**src/rtl/stall_ctrl.sv**
```systemverilog
// Hazard controller for the five-stage MIPS pipeline: tracks E/M/W destination tags
// and Tnew counters, and produces the stall and forwarding-mux selects.
module stall_ctrl #(
  parameter int unsigned NREG = 5,
  parameter int unsigned CNTW = 32
) (
  input  logic            clk,
  input  logic            reset_n,
  input  logic [NREG-1:0] d_rs,
  input  logic [NREG-1:0] d_rt,
  input  logic [1:0]      d_tuse_rs,
  input  logic [1:0]      d_tuse_rt,
  input  logic [NREG-1:0] d_dst,
  input  logic [1:0]      d_tnew,
  output logic            stall,
  output logic [1:0]      fwd_rs_d,
  output logic [1:0]      fwd_rt_d,
  output logic [1:0]      fwd_rs_e,
  output logic [1:0]      fwd_rt_e,
  output logic            fwd_rt_m,
  output logic [CNTW-1:0] stall_cnt
);

  logic [NREG-1:0] r_e_dst;
  logic [1:0]      r_e_tnew;
  logic [NREG-1:0] r_e_rs;
  logic [NREG-1:0] r_e_rt;
  logic [NREG-1:0] r_m_dst;
  logic [1:0]      r_m_tnew;
  logic [NREG-1:0] r_m_rt;
  logic [NREG-1:0] r_w_dst;
  logic [CNTW-1:0] r_stall_cnt;

  logic w_stall_rs;
  logic w_stall_rt;
  logic w_stall;

  function automatic logic [1:0] dec_sat(input logic [1:0] t);
    return (t == 2'd0) ? 2'd0 : t - 2'd1;
  endfunction

  function automatic logic hazard(
    input logic [NREG-1:0] r,
    input logic [1:0]      tuse,
    input logic [NREG-1:0] e_dst,
    input logic [1:0]      e_tnew,
    input logic [NREG-1:0] m_dst,
    input logic [1:0]      m_tnew
  );
    return (r != '0) && (tuse != 2'd3) &&
           (((e_dst == r) && (e_tnew > tuse)) || ((m_dst == r) && (m_tnew > tuse)));
  endfunction

  // A matching stage whose result is not ready yet blocks older stages.
  function automatic logic [1:0] fwd_d_sel(
    input logic [NREG-1:0] r,
    input logic [NREG-1:0] e_dst,
    input logic [1:0]      e_tnew,
    input logic [NREG-1:0] m_dst,
    input logic [1:0]      m_tnew,
    input logic [NREG-1:0] w_dst
  );
    logic [1:0] sel;
    sel = 2'd0;
    if (r == '0)
      sel = 2'd0;
    else if (e_dst == r)
      sel = (e_tnew == 2'd0) ? 2'd1 : 2'd0;
    else if (m_dst == r)
      sel = (m_tnew == 2'd0) ? 2'd2 : 2'd0;
    else if (w_dst == r)
      sel = 2'd3;
    return sel;
  endfunction

  function automatic logic [1:0] fwd_e_sel(
    input logic [NREG-1:0] r,
    input logic [NREG-1:0] m_dst,
    input logic [1:0]      m_tnew,
    input logic [NREG-1:0] w_dst
  );
    logic [1:0] sel;
    sel = 2'd0;
    if (r == '0)
      sel = 2'd0;
    else if ((m_dst == r) && (m_tnew == 2'd0))
      sel = 2'd1;
    else if (w_dst == r)
      sel = 2'd2;
    return sel;
  endfunction

  always_comb begin
    w_stall_rs = hazard(d_rs, d_tuse_rs, r_e_dst, r_e_tnew, r_m_dst, r_m_tnew);
    w_stall_rt = hazard(d_rt, d_tuse_rt, r_e_dst, r_e_tnew, r_m_dst, r_m_tnew);
    w_stall    = w_stall_rs | w_stall_rt;
  end

  always_comb begin
    fwd_rs_d = fwd_d_sel(d_rs, r_e_dst, r_e_tnew, r_m_dst, r_m_tnew, r_w_dst);
    fwd_rt_d = fwd_d_sel(d_rt, r_e_dst, r_e_tnew, r_m_dst, r_m_tnew, r_w_dst);
    fwd_rs_e = fwd_e_sel(r_e_rs, r_m_dst, r_m_tnew, r_w_dst);
    fwd_rt_e = fwd_e_sel(r_e_rt, r_m_dst, r_m_tnew, r_w_dst);
    fwd_rt_m = (r_m_rt != '0) && (r_w_dst == r_m_rt);
  end

  assign stall     = w_stall;
  assign stall_cnt = r_stall_cnt;

  always_ff @(posedge clk or negedge reset_n) begin
    if (!reset_n) begin
      r_e_dst  <= '0;
      r_e_tnew <= '0;
      r_e_rs   <= '0;
      r_e_rt   <= '0;
      r_m_dst  <= '0;
      r_m_tnew <= '0;
      r_m_rt   <= '0;
      r_w_dst  <= '0;
    end else begin
      if (w_stall) begin
        r_e_dst  <= '0;
        r_e_tnew <= '0;
        r_e_rs   <= '0;
        r_e_rt   <= '0;
      end else begin
        r_e_dst  <= d_dst;
        r_e_tnew <= d_tnew;
        r_e_rs   <= d_rs;
        r_e_rt   <= d_rt;
      end
      r_m_dst  <= r_e_dst;
      r_m_tnew <= dec_sat(r_e_tnew);
      r_m_rt   <= r_e_rt;
      r_w_dst  <= r_m_dst;
    end
  end

  always_ff @(posedge clk or negedge reset_n) begin
    if (!reset_n)
      r_stall_cnt <= '0;
    else if (w_stall && (r_stall_cnt != '1))
      r_stall_cnt <= r_stall_cnt + {{(CNTW-1){1'b0}}, 1'b1};
  end

endmodule

```
**config.mk**
```make
export PLATFORM = sky130hd
export DESIGN_NAME = stall_ctrl
export DESIGN_NICKNAME = d
export VERILOG_FILES = /design/src/rtl/stall_ctrl.sv
export SDC_FILE = /design/constraint.sdc
export NUM_CORES = 1
export LEC_CHECK = 0
export ABC_AREA = 1
export CORE_ASPECT_RATIO = 0.75
export CORE_MARGIN = 1
export CORE_UTILIZATION = 50
export DETAILED_ROUTE_END_ITERATION = 12
export PLACE_DENSITY_LB_ADDON = 0.05
export SYNTH_ARGS = -nofsm -noshare
export SYNTH_HDL_FRONTEND = slang
export SYNTH_SLANG_ARGS = --single-unit
```
**constraint.sdc**
```tcl
create_clock -name clk -period 7.1 [get_ports clk]
set_clock_uncertainty 0.2 [all_clocks]
set_input_delay 2.13 -clock clk [delete_from_list [all_inputs] [get_ports clk]]
set_output_delay 2.13 -clock clk [all_outputs]
set_load 0.1 [all_outputs]
```
* Word-level counts from Yosys, hierarchy flattened
Cells that the tools add are included.
Word-level totals: bits in registers 66, bits of input ports 23, output and inout port bits 42, word-level logic and storage cells 74
Operators by class: add/subtract/negate cells 2, order comparisons 4, equality and inequality tests 14, mux-type cells 21, bitwise operators 1, reduce and logical (&&, ||, !) cells 23
Operators by type and width (number):
- $eq A5 B5 Y1 | 11
- $mux W2 | 17
- $add A32 B1 Y32 const B | 1
- $ne A32 B32 Y1 const B | 1
- $logic_not A5 Y1 | 4
- $mux W5 | 3
- $reduce_bool A5 Y1 | 3
- $logic_and A1 B1 Y1 | 12
- $gt A2 B2 Y1 | 4
- $logic_not A2 Y1 | 2
- $ne A2 B2 Y1 const B | 2
- $logic_or A1 B1 Y1 | 2
- $sub A2 B1 Y2 const B | 1
- $mux W1 | 1
- $or A1 B1 Y1 | 1

* Depth between registers and ports, before layout
word-level depth 6, depth in mapped cells 13, mapped depth without buffers 13

* Worst setup path after synthesis
Ideal clock, no wire load.
path kind input port to output port, from in d_rs[3], to out fwd_rs_d[0], arrival time 4.385 ns, slack 0.385 ns, stages on the path 6, path through clkbuf_2 -> xor2_1 -> nor3_1 -> nand2_1 -> or2_2 -> a21oi_1
On the way: word-level cells in the longest chain between the ends 5
RTL lines:
- from (decl) | RTL line 9 | input logic [NREG-1:0] d_rs,
- $eq A5 B5 Y1 | RTL line 71 | else if (w_dst == r)
- $mux W2 | RTL line 71
- $mux W2 | RTL line 69 | else if (m_dst == r)
- $mux W2 | RTL line 67 | else if (e_dst == r)
- $mux W2 * | RTL line 65 | if (r == '0)
- to (decl) | RTL line 16 | output logic [1:0] fwd_rs_d,
Mark *: on every way between the ends. The rest lies on a longest branch, timed or not.

* Worst setup path in the final report
from in d_tuse_rs[1], to out stall
On the way: word-level cells in the longest chain between the ends 5
RTL lines:
- from (decl) | RTL line 11 | input logic [1:0] d_tuse_rs,
- $gt A2 B2 Y1 | RTL line 51 | (((e_dst == r) && (e_tnew > tuse)) || ((m_dst == r) && (m_tnew > tuse)));
- $logic_and A1 B1 Y1 | RTL line 51
- $logic_or A1 B1 Y1 | RTL line 51
- $logic_and A1 B1 Y1 * | RTL line 50 | return (r != '0) && (tuse != 2'd3) &&
- $or A1 B1 Y1 * | RTL line 96 | w_stall = w_stall_rs | w_stall_rt;
- to (decl) | RTL line 15 | output logic stall,
Marked as above.

==> impl_metrics.tcl <==
set metrics [dict create \
    num_io_pins 65 \
    path_clk_slew_ps 60 \
    r2r-start "r_e_tnew[0]" \
    max_freq_mhz 158.1 \
    track_usage_pct 26.68 \
    ir_worst_vdd_mv 0.2668 \
    start_kind "input pin" \
    diodes 0 \
    ys_warn_count 0 \
    crit_path_start "d_tuse_rs[1]" \
    power_density_nw_per_um2 214.5 \
    crit_required_ps 4770 \
    hp-start "r_e_dst[1]" \
    initial_utilization_pct 51.47 \
    utilization_pct 63.18 \
    synth-seq-cells 66 \
    swShare_pct 31.85 \
    synthesis.area_um2 4333 \
    crit_arrival_ps 3990 \
    p_seq_share_pct 38.2 \
    min_period_ps 6325 \
    dieArea_um2 9046 \
    grt_max_degree 67 \
    synth-edff-count 0 \
    cts.path.max_buffers 2 \
    drive_above_1_share_pct 9.037 \
    dp_hpwl_um 8602 \
    ff2ff_path_depth 12 \
    synth.avg_cell_area_um2 7.115 \
    critical_path_class "in2out" \
    setup_tns_ps 0 \
    cts-htree-levels 3 \
    ys_top_cells_by_area "dfrtp_1, nand2_1, inv_1" \
    synthTopCellsByCount "nand2_1, inv_1, dfrtp_1, nor2_1, nand3_1" \
    die_h_um 82.62 \
    syn_to_final_growth_pct 22.75 \
    slew_violations 0 \
    insertion_delay_ps 330 \
    worst_hold_path.num_cells 0 \
    postRouteAntennaNets 0 \
    core_area_um2 8418 \
    grt_first_pass_wirelength_um 17880 \
    cts_tree "done" \
    intPower_uw 777.6 \
    fill_cells 762 \
    drt-vias-per-instance 5.172 \
    antenna_found_initial 0 \
    cts_num_sinks 66 \
    min_period_over_period_pct 89.08 \
    finalPower_uw 1141 \
    status "complete, no violations" \
    vias 4050 \
    slew-limit-headroom_pct 34.49 \
    min_path_type "reg2reg" \
    dr.pass1.iters 6 \
    drc 0 \
    postCtsResizedCells 0 \
    grt_pass1_vias 3508 \
    cts_setup_buffers 0 \
    p_leak_uw 0.002620 \
    avgRoutedWirePerCell_um 14.78 \
    clockRootBuffer "clkbuf_16" \
    endpoint_kind "output port" \
    syn_nets 641 \
    cp_max_fo 2 \
    synth.most_common_cell "nand2_1" \
    port_buffers 64 \
    die_x_um 109.5 \
    worstMarginPinSlew_ps 979.6 \
    power_frac_clock_pct 41.4 \
    synth_cells 609 \
    synth-async-reset-ratio_pct 100.0 \
    hold_viol 0 \
    p_switching_uw 363.3 \
    drt_iter0_drc 328 \
    yosys.area.top_type "dfrtp_1" \
    comb_power_share_pct 20.5 \
    nNetsFinal 702 \
    finalSetupViolations 0 \
    drv_cap 0 \
    gp_congestion 0.9576 \
    num_rows 29 \
    rsz0062_at_grt "false" \
    synthFlopType "dfrtp_1" \
    synth.top_cell.area_share_pct 38.12 \
    numCtsBuffers 9 \
    postCtsHoldBufs 0 \
    yosysSeqAreaShare_pct 38.12 \
    grt_overflow 0 \
    synth_cell_type_count 35 \
    wirelength_um 11570 \
]
==> layout make-up <==
cell class                 instances  area (um2)  share of cell area (%)
timing repair buffer              66       650.6                   12.23
clock buffer                       9       225.2                   4.234
multi-input combinational        441        2240                   42.11
clock inverter                     7       93.84                   1.764
sequential                        66        1652                   31.05
inverter                          86       322.8                   6.069
tap                              108       135.1                   2.541
==> worst max-delay path, stage by stage <==
cell	delay (ps)
clkdlybuf4s50_1	480
inv_1	70
ha_1	300
nand2_1	60
a21boi_0	380
nand4_1	140
nand2_1	80
nand2_1	50
nand2_2	120
buf_12	180
==> final timing paths <==
check	end	slack, ps
min in group asynchronous	r_m_tnew[1]	1780
worst max register to register	stall_cnt[29]	3980
max in group asynchronous	stall_cnt[23]	4350
worst max-delay path	stall	780
worst min register to register	r_m_dst[1]	260
worst min-delay path	r_m_dst[1]	260
==> power by group through the flow <==
stage	Combinational [uW]	Clock, uW	Sequential [uW]
2_1_floorplan	125	0	477
3_3_place_gp	232	0	440
3_5_place_dp	233	0	441
4_1_cts	235	478	434
5_1_grt	254	499	440
6_report	234	472	435
==> metrics by stage <==
step           area [um2]  setup slack (ps)  instances  hold WS, ps
6_report             5319             775.5        783        259.4
5_1_grt              5319             673.4        783        287.3
4_1_cts              5319             794.7        783        257.6
3_5_place_dp         5000             832.8        767        244.3
3_3_place_gp         5000             856.8        767        249.8
2_1_floorplan        4333             385.1        609        193.7
==> sequential cells by signal, summed over array words and instances, names as in the netlist <==
register and count:
r_e_dst 5, stall_cnt 32, r_w_dst 5, r_m_tnew 2, r_e_rs 5, r_e_rt 5, r_m_rt 5, r_e_tnew 2
r_m_dst 5
==> kinds of logic (layout without fill, tap and decap cells) <==
group | Yosys count | in the layout | synth area share [%]
AOI/OAI and AO/OA | 21 | 21 | 2.888
xor gates and xnor gates | 46 | 46 | 9.298
adders and majority gates | 9 | 9 | 2.599
buffers and inverters | 102 | 168 | 10.19
DFF | 66 | 66 | 38.12
and+or+nand+nor | 365 | 365 | 36.90
==> cell usage in the layout, fill, tap and decap left out, types with 4 or more instances in the layout <==
master,instances
nand4_1,15
a21oi_1,11
nor2_1,57
xor2_1,23
buf_4,6
dfrtp_1,66
and3_1,4
nand3_1,50
xnor2_1,23
clkdlybuf4s50_1,58
inv_2,13
ha_1,9
clkbuf_16,9
inv_1,73
nor3_1,13
nand2_1,199
nor2_2,11
==> routing by layer <==
| metal | global-route usage (%) | up-vias | part of all wire, % |
|---|---|---|---|
| li1 | - | 2013 | - |
| met1 | 42.42 | 1885 | 52 |
| met2 | 35.53 | 140 | 39 |
| met3 | 5.887 | 12 | 7.6 |
| met4 | 6.267 | 0 | 0.76 |
| met5 | 0 | - | 0 |
(Power assumes the default switching activity.)
